===== src/rtl/vec_pkg.sv =====
// ----------------------------------------------------------------------------
// vec_pkg: shared constants, types and helpers for the vector load sequencer.
//   S         scalar / ROM word width
//   V         vector width, LANES = V/S lanes
//   DMEM_SIZE number of valid ROM words (addresses >= DMEM_SIZE are invalid)
// ----------------------------------------------------------------------------
package vec_pkg;

   localparam int S         = 32;
   localparam int V         = 192;
   localparam int LANES     = V / S;
   localparam int DMEM_SIZE = 30015;
   localparam int CNT_W     = $clog2(LANES + 1);
   localparam int IDX_W     = $clog2(LANES);

   typedef logic [S-1:0]     word_t;
   typedef logic [V-1:0]     vec_t;
   typedef logic [CNT_W-1:0] cnt_t;
   typedef logic [IDX_W-1:0] idx_t;

   typedef enum logic [1:0] {
      IDLE = 2'd0,
      LOAD = 2'd1,
      DONE = 2'd2
   } vload_state_e;

   // Requested lane count, with 0 and anything above LANES meaning a full vector.
   function automatic cnt_t eff_count(input cnt_t req_count);
      cnt_t n_v;
      if ((req_count == cnt_t'(0)) || (req_count > cnt_t'(LANES))) begin
         n_v = cnt_t'(LANES);
      end else begin
         n_v = req_count;
      end
      return n_v;
   endfunction

   // True when the word address lies inside the ROM.
   function automatic logic in_range(input word_t addr);
      return (addr < word_t'(DMEM_SIZE));
   endfunction

endpackage


===== src/rtl/vload_sequencer_if.sv =====
// ----------------------------------------------------------------------------
// vload_sequencer_if: request and response handshakes of the sequencer.
//   req_*  : load request (valid/ready, base, stride, count)
//   resp_* : packed vector response (valid/ready, data, err)
//   master : decode stage / consumer side;  slave : the sequencer
// ----------------------------------------------------------------------------
interface vload_sequencer_if;
   import vec_pkg::*;

   logic  req_valid;
   logic  req_ready;
   word_t req_base;
   word_t req_stride;
   cnt_t  req_count;
   logic  resp_valid;
   logic  resp_ready;
   vec_t  resp_data;
   logic  resp_err;

   modport master (
      output req_valid, req_base, req_stride, req_count, resp_ready,
      input  req_ready, resp_valid, resp_data, resp_err
   );

   modport slave (
      input  req_valid, req_base, req_stride, req_count, resp_ready,
      output req_ready, resp_valid, resp_data, resp_err
   );
endinterface


===== src/rtl/vload_sequencer_packer.sv =====
// ----------------------------------------------------------------------------
// vlane_packer: V-bit accumulator that drops one S-bit word into lane idx.
//   clk, rst_n : clock, async active-low reset
//   clr        : zero the whole vector (start of load / response taken)
//   wr_en      : write word into lane idx
//   idx, word  : lane index and word to write
//   data       : accumulated vector (registered)
// ----------------------------------------------------------------------------
module vlane_packer
   import vec_pkg::*;
(
   input  logic  clk,
   input  logic  rst_n,
   input  logic  clr,
   input  logic  wr_en,
   input  idx_t  idx,
   input  word_t word,
   output vec_t  data
);

   vec_t data_r;

   // Lane accumulator: clear takes priority over a lane write.
   always_ff @(posedge clk or negedge rst_n) begin
      if (!rst_n) begin
         data_r <= {V{1'b0}};
      end else if (clr) begin
         data_r <= {V{1'b0}};
      end else if (wr_en && (idx < idx_t'(LANES))) begin
         data_r[idx*S +: S] <= word;
      end else begin
         data_r <= data_r;
      end
   end

   assign data = data_r;

endmodule


===== src/rtl/vload_sequencer.sv =====
// ----------------------------------------------------------------------------
// vload_sequencer: walks a strided word-address sequence through the data ROM,
// one read per cycle, and packs the words into a V-bit vector.
//   clk, rst_n : clock, async active-low reset
//   bus        : request/response handshakes (slave side)
//   rom_addr   : ROM word address (0 outside LOAD or when out of range)
//   rom_rd     : ROM read data, only the low S bits are meaningful
//   busy       : FSM is not IDLE
// ----------------------------------------------------------------------------
module vload_sequencer
   import vec_pkg::*;
(
   input  logic              clk,
   input  logic              rst_n,
   vload_sequencer_if.slave  bus,
   output word_t             rom_addr,
   input  vec_t              rom_rd,
   output logic              busy
);

   vload_state_e state_r;
   word_t        cur_addr_r;
   word_t        stride_r;
   cnt_t         count_r;
   idx_t         idx_r;
   logic         err_r;
   logic         req_ready_r;
   logic         resp_valid_r;
   logic         busy_r;
   word_t        rom_addr_r;

   word_t        next_addr_s;
   logic         cur_ok_s;
   logic         accept_s;
   logic         taken_s;
   logic         lane_wr_s;
   word_t        lane_word_s;
   logic         unused_rom_hi_s;

   assign next_addr_s = cur_addr_r + stride_r;
   assign cur_ok_s    = in_range(cur_addr_r);
   assign accept_s    = (state_r == IDLE) && bus.req_valid;
   assign taken_s     = (state_r == DONE) && bus.resp_ready;
   assign lane_wr_s   = (state_r == LOAD);
   // Out-of-range lanes are written as zero so a stale ROM value never leaks in.
   assign lane_word_s = cur_ok_s ? rom_rd[S-1:0] : word_t'(0);
   assign unused_rom_hi_s = ^rom_rd[V-1:S];

   // Sequencer FSM, address generator and registered outputs.
   always_ff @(posedge clk or negedge rst_n) begin
      if (!rst_n) begin
         state_r      <= IDLE;
         cur_addr_r   <= word_t'(0);
         stride_r     <= word_t'(0);
         count_r      <= cnt_t'(0);
         idx_r        <= idx_t'(0);
         err_r        <= 1'b0;
         req_ready_r  <= 1'b1;
         resp_valid_r <= 1'b0;
         busy_r       <= 1'b0;
         rom_addr_r   <= word_t'(0);
      end else begin
         case (state_r)
            IDLE: begin
               if (bus.req_valid) begin
                  cur_addr_r  <= bus.req_base;
                  stride_r    <= bus.req_stride;
                  count_r     <= eff_count(bus.req_count);
                  idx_r       <= idx_t'(0);
                  err_r       <= 1'b0;
                  req_ready_r <= 1'b0;
                  busy_r      <= 1'b1;
                  // rom_addr is registered, so the lane-0 address is set up here.
                  rom_addr_r  <= in_range(bus.req_base) ? bus.req_base : word_t'(0);
                  state_r     <= LOAD;
               end else begin
                  state_r     <= IDLE;
               end
            end
            LOAD: begin
               if (!cur_ok_s) begin
                  err_r <= 1'b1;
               end else begin
                  err_r <= err_r;
               end
               idx_r      <= idx_r + idx_t'(1);
               cur_addr_r <= next_addr_s;
               if (cnt_t'(idx_r) == (count_r - cnt_t'(1))) begin
                  resp_valid_r <= 1'b1;
                  rom_addr_r   <= word_t'(0);
                  state_r      <= DONE;
               end else begin
                  rom_addr_r   <= in_range(next_addr_s) ? next_addr_s : word_t'(0);
                  state_r      <= LOAD;
               end
            end
            DONE: begin
               if (bus.resp_ready) begin
                  resp_valid_r <= 1'b0;
                  req_ready_r  <= 1'b1;
                  busy_r       <= 1'b0;
                  state_r      <= IDLE;
               end else begin
                  state_r      <= DONE;
               end
            end
            default: begin
               state_r      <= IDLE;
               req_ready_r  <= 1'b1;
               resp_valid_r <= 1'b0;
               busy_r       <= 1'b0;
               rom_addr_r   <= word_t'(0);
            end
         endcase
      end
   end

   vlane_packer u_packer (
      .clk   (clk),
      .rst_n (rst_n),
      .clr   (accept_s | taken_s),
      .wr_en (lane_wr_s),
      .idx   (idx_r),
      .word  (lane_word_s),
      .data  (bus.resp_data)
   );

   assign bus.req_ready  = req_ready_r;
   assign bus.resp_valid = resp_valid_r;
   assign bus.resp_err   = err_r;
   assign rom_addr       = rom_addr_r;
   assign busy           = busy_r;

endmodule


===== src/flat_wrapper.sv =====
// flat-port wrapper written by rule: the top's interface ports become plain ports
module vload_sequencer_flat import vec_pkg::*;
  (clk, rst_n, rom_addr, rom_rd, busy, bus_req_valid, bus_req_base, bus_req_stride, bus_req_count, bus_resp_ready, bus_req_ready, bus_resp_valid, bus_resp_data, bus_resp_err);
  vload_sequencer_if bus_i ();
  input  logic clk;
  input  logic rst_n;
  output word_t rom_addr;
  input  vec_t rom_rd;
  output logic busy;
  input wire logic [$bits(bus_i.req_valid)-1:0] bus_req_valid;
  input wire logic [$bits(bus_i.req_base)-1:0] bus_req_base;
  input wire logic [$bits(bus_i.req_stride)-1:0] bus_req_stride;
  input wire logic [$bits(bus_i.req_count)-1:0] bus_req_count;
  input wire logic [$bits(bus_i.resp_ready)-1:0] bus_resp_ready;
  output wire logic [$bits(bus_i.req_ready)-1:0] bus_req_ready;
  output wire logic [$bits(bus_i.resp_valid)-1:0] bus_resp_valid;
  output wire logic [$bits(bus_i.resp_data)-1:0] bus_resp_data;
  output wire logic [$bits(bus_i.resp_err)-1:0] bus_resp_err;
  assign bus_i.req_valid = bus_req_valid;
  assign bus_i.req_base = bus_req_base;
  assign bus_i.req_stride = bus_req_stride;
  assign bus_i.req_count = bus_req_count;
  assign bus_i.resp_ready = bus_resp_ready;
  assign bus_req_ready = bus_i.req_ready;
  assign bus_resp_valid = bus_i.resp_valid;
  assign bus_resp_data = bus_i.resp_data;
  assign bus_resp_err = bus_i.resp_err;
  vload_sequencer u_core (.clk(clk), .rst_n(rst_n), .bus(bus_i), .rom_addr(rom_addr), .rom_rd(rom_rd), .busy(busy));
endmodule

===== config.mk =====
export PLATFORM = sky130hd
export DESIGN_NAME = vload_sequencer_flat
export DESIGN_NICKNAME = d
export VERILOG_FILES = /design/src/rtl/vec_pkg.sv /design/src/rtl/vload_sequencer_if.sv /design/src/rtl/vload_sequencer_packer.sv /design/src/rtl/vload_sequencer.sv /design/src/flat_wrapper.sv
export SDC_FILE = /design/constraint.sdc
export NUM_CORES = 1
export LEC_CHECK = 0
export ABC_CLOCK_PERIOD_IN_PS = 7350
export CORE_AREA = 2 2 191 193
export CTS_CLUSTER_DIAMETER = 50
export DETAILED_ROUTE_END_ITERATION = 10
export DIE_AREA = 0 0 193 195
export PLACE_DENSITY_LB_ADDON = 0.3
export REMOVE_ABC_BUFFERS = 1
export SYNTH_ARGS = -nofsm -noshare
export SYNTH_HDL_FRONTEND = slang
export SYNTH_HIERARCHICAL = 1
export SYNTH_SLANG_ARGS = --single-unit

===== constraint.sdc =====
create_clock -name clk -period 7.35 [get_ports clk]
set_clock_uncertainty 0.2 [all_clocks]
set_input_delay 1.47 -clock clk [delete_from_list [all_inputs] [get_ports clk]]
set_output_delay 1.47 -clock clk [all_outputs]
set_load 0.02 [all_outputs]

=== Word-level counts from Yosys, hierarchy flattened ===
Index checks and enable logic that the tools add are counted.

* Memories kept: 0
* Latch bits: 0
* Output and inout port bits: 228
* Memory bits (writable): 0
* Flip-flop bits (word level): 300
* Memory bits (read-only): 0

* Shift-type cells: 2
* Equality and inequality tests: 7
* Multiplexer cells: 28
* Reduce and logical (&&, ||, !) cells: 14
* $add $sub $neg: 4
* Div/mod/pow operators: 0
* Multipliers: 0
* Bitwise gates (word level): 4
* Magnitude comparators: 5

{| class="wikitable"
|+ Operator list
! cell !! count
|-
| $mux 192 || 2
|-
| $bwmux 192 || 1
|-
| $mux 32 || 6
|-
| $shift 32x34->192 const A || 1
|-
| $shiftx 32x34->192 || 1
|-
| $lt 32x15->1 const B || 3
|-
| $pmux 32 s3 || 1
|-
| $pmux 32 s2 || 1
|-
| $neg 8->34 || 1
|-
| $add 32x32->32 || 1
|-
| $pmux 1 s3 || 3
|-
| $reduce_and 3->1 || 3
|-
| $mux 1 || 7
|-
| $mux 3 || 2
|-
| $ne 2x2->1 const B || 3
|-
| $pmux 2 s3 || 1
|-
| $pmux 3 s2 || 1
|-
| $reduce_and 2->1 || 3
|-
| $mux 2 || 2
|-
| $reduce_bool 2->1 || 2
|-
| $add 3x1->3 const B || 1
|-
| $eq 3x3->1 || 1
|-
| $gt 3x3->1 const B || 1
|-
| $logic_and 1x1->1 || 3
|-
| other kinds (11) || 13
|}

=== Depth between registers and ports, before layout ===
* Word-level depth: 6
* Depth in mapped cells: 13

=== Hierarchy ===
The synthesis kept the hierarchy.

{| class="wikitable"
|+ Modules (own cells, without submodules)
! module !! cells an instance !! times used !! area each (µm²)
|-
| vlane_packer || 791 || 1 || 8567.0
|-
| vload_sequencer || 797 || 1 || 7289.5
|}

=== Worst setup path before layout ===
OpenSTA, ideal clock, no wires.

* Path type: input port to flip-flop
* From: input port bus_req_valid
* To: register u_core.u_packer.data_r[61], in the netlist u_core/u_packer/data[61]
* Stages on the path: 9
* Path slack: 3.818 ns
* Buffers on the path: 4
* Data arrival time: 3.211 ns
* Required time: 7.029 ns
* Path through: clkbuf_1 nand2_1 clkbuf_1 a21oi_1 buf_2 clkinv_1 o31a_1 clkbuf_1 a22o_1

* Word-level cells in the longest chain between the ends: 3

{| class="wikitable"
|+ RTL lines
! what !! RTL line !! RTL
|-
| from (decl) || flat_wrapper.sv:10 || <nowiki>input wire logic [$bits(bus_i.req_valid)-1:0] bus_req_valid;</nowiki>
|-
| $logic_and 1x1->1 * || vload_sequencer.sv:42 || <nowiki>assign accept_s = (state_r == IDLE) && bus.req_valid;</nowiki>
|-
| $or 1x1->1 * || vload_sequencer.sv:121 || <nowiki>.clr (accept_s | taken_s),</nowiki>
|-
| $mux 192 or $reduce_bool 2->1 (tied branches) || - ||
|-
| to (signal assigned) || vload_sequencer_packer.sv:26 || <nowiki>data_r <= {V{1'b0}};</nowiki>
|-
| to (signal assigned) || vload_sequencer_packer.sv:28 || <nowiki>data_r <= {V{1'b0}};</nowiki>
|-
| to (signal, indexed assignment) || vload_sequencer_packer.sv:30 || <nowiki>data_r[idx*S +: S] <= word;</nowiki>
|-
| to (decl) || vload_sequencer_packer.sv:21 || <nowiki>vec_t data_r;</nowiki>
|}

Mark *: on every way between the ends. The rest lies on a longest branch, timed or not.
A chain may end at the register's enable or synchronous reset.

=== Worst setup path in the final report ===
* From: input port bus_req_valid
* To: register u_core.rom_addr_r[3], in the netlist u_core/rom_addr[3]

* Word-level cells in the longest chain between the ends: 2

{| class="wikitable"
|+ RTL lines
! what !! RTL line !! RTL
|-
| $ne 2x2->1 (no line) || - ||
|-
| $reduce_and 2->1 (no line) || - ||
|-
| to (signal assigned) || vload_sequencer.sv:61 || <nowiki>rom_addr_r <= word_t'(0);</nowiki>
|-
| to (signal assigned) || vload_sequencer.sv:74 || <nowiki>rom_addr_r <= in_range(bus.req_base) ? bus.req_base : word_t'(0);</nowiki>
|-
| to (signal assigned) || vload_sequencer.sv:90 || <nowiki>rom_addr_r <= word_t'(0);</nowiki>
|-
| to (decl) || vload_sequencer.sv:30 || <nowiki>word_t rom_addr_r;</nowiki>
|}

Every way passes these cells.

==> metrics.cfg <==
[status]
status = completed

[final_layout]
instances_no_fill = 2351
area_delta_synth_final_pct = 30.6
final_cell_mix = 329 x clkdlybuf4s50_1, 299 x dfrtp_1, 233 x nand2_1
finish.utilization_pct = 58.5
final_area_mm2 = 0.0207
layout_commonest_cell = clkdlybuf4s50_1
drive_gt1_share_pct = 9.00
nets = 2164

[pwr]
leakage_nw = 8.56
p_total_mw = 8.40
ir_drop_uv = 241
power.density_mw_per_mm2 = 405

[worst_setup_path]
arrival_ps = 4820
worst_setup_path_start_kind = primary input
end_kind = flip-flop
critical_path_class = primary input to flip-flop
path_max_fanout = 41
crit_required_ps = 7600

[synth]
yosysTopAreaCell = dfrtp_1
yosys_most_used_dff = dfrtp_1
syn_area_mm2 = 0.0159
avgSynthCellArea_um2 = 9.99
synth_top_area_share_pct = 47.2
ys_warn_count = 6
ys_ff_latch = 300
synthArstFlopShare_pct = 100
ys_seq_area_share_pct = 47.4
postSynthCellCount = 1588
synth_edf_count = 0
synth_cell_type_count = 83
yosys-top-cells-area = dfrtp_1 47%, mux2i_1 8.0%, nand2_1 5.5%

[min_path]
min_path_type = flip-flop to flip-flop

[routing]
drcViolationCount = 0
drt_pass1_iterations = 5
wl_per_cell_um = 22.1
vias = 13929
via_per_inst = 5.92
drtIter0Drc = 1051
antenna_left = 0
drt-total-wl_um = 51900

[sta]
post-route-period-util_pct = 62.2
drv_slew = 0
rsz0062_at_grt = no
whs_ps = 281
maxSlewHeadroom_pct = 14.2
report.final.hold_viol_count = 0
max_freq_ghz = 0.219
period_minus_slack_ps = 4570
tns_ps = 0
tightest_slew_ps = 1280
setup_viol = 0
fin_ws_ps = 2780

[global_routing]
grt_pass1_wl_um = 79700
grt_pass1_vias = 13680
grt_use_total_pct = 27.1
grt_max_degree = 173
grt_overflow = 0
antenna_found_initial = 1

[floorplanning]
row_count = 69
dieArea_mm2 = 0.0376
core_mm2 = 0.0354
pin_count = 491
die_y_um = 195
die_w_um = 193
start_util_pct = 44.8

[place]
placed_cell_area_mm2 = 0.0194
gp_congestion = 0.960
portBuffers = 330
dp_worst_setup_slack_ps = 2240
hpwlAfterDp_um = 36200
placed_cells = 2284

[clocking]
cts_tree = yes
path_clk_slew_ps = 60
cts.sinks = 300
cts_root_buffer = clkbuf_16
cts.htree.levels = 2
clock_latency_ps = 520
clock_path_buffers = 3
cts_buffers = 36
cts_setup_buffers = 0
hold_buffers = 0
ctsResizeCount = 0

[job]
drv_cap = 0

## Yosys cell counts (14+ instances only)
cell type	instances
mux2i_1	127
nand4_1	59
dfrtp_1	299
mux2_2	32
o22a_1	28
nand3_1	46
nand2_1	233
clkbuf_1	77
a22oi_1	16
buf_2	25
a22o_1	25
inv_1	18
a32o_1	14
ha_1	39
a21oi_1	81
nor2_1	84
and2_1	54
a21o_1	14
o22ai_1	33
o21ai_0	59
xnor2_1	14
## layout make-up
type	count	area [um^2]
Inverter	19	73.8
Antenna cell	1	2.50
Clock inverter	22	318
Tap cell	461	577
Fill cell	3046	14700
Sequential cell	300	7510
Timing Repair Buffer	354	3500
Clock buffer	44	972
Multi-Input combinational cell	1150	7760
## where the power goes
group | switching [mW] | internal (mW)
Clock | 0.734 | 1.20
Sequential | 0.243 | 1.88
Combinational | 2.85 | 1.49
## state kept, by name (all words and copies together) (netlist names)
signal,count
u_core/bus.req_ready,1
u_core/bus.resp_valid,1
u_core/bus.resp_err,1
u_core/count_r,3
u_core/state_r,2
u_core/rom_addr,32
u_core/stride_r,32
u_core/cur_addr_r,32
u_core/u_packer/data,192
u_core/busy,1
u_core/idx_r,3
## critical path, cell delays in order
cell             delay (ps)
clkdlybuf4s50_1         460
buf_4                   380
nand2_1                 190
buf_4                   290
nor2_4                  110
buf_4                   450
nand4_1                 160
nor4_1                  380
o21a_1                  590
a22oi_1                 180
o21ai_2                 100
## metal layers
metal	up-vias	part of all wire, %	global-route usage (%)
met5	-	0	0
met4	0	2.8	9.01
li1	6315	-	-
met2	586	49	46.2
met1	6937	41	35.5
met3	91	6.5	3.74
## kinds of logic (layout without fill, tap and decap cells)
| group | after synthesis | in the layout | share of synthesized area [%] |
|---|---|---|---|
| other | 0 | 1 | 0 |
| AO/OA/AOI/OAI | 362 | 362 | 15.8 |
| adder cells (fa/ha/maj) | 40 | 40 | 3.20 |
| XOR/XNOR | 25 | 25 | 1.43 |
| buffers and inverters | 138 | 439 | 4.15 |
| AND/OR/NAND/NOR | 564 | 564 | 17.8 |
| flip-flops | 300 | 300 | 47.4 |
| multiplexers | 159 | 159 | 10.3 |
## worst paths after layout
kind / to / slack [ps] / start / cells past startpoint
setup / recovery: u_core/rom_addr[3] / 2780 / bus_req_valid / 11
hold / removal: u_core/rom_addr[19] / 280 / u_core/rom_addr[19] / 1
setup reg to reg: u_core/u_packer/data[105] / 3130 / u_core/idx_r[0] / 7
hold reg to reg: u_core/rom_addr[19] / 280 / u_core/rom_addr[19] / 1
max in group asynchronous: u_core/u_packer/data[33] / 4610 / rst_n / 2
min in group asynchronous: u_core/stride_r[26] / 810 / rst_n / 1
(Power assumes the default switching activity.)
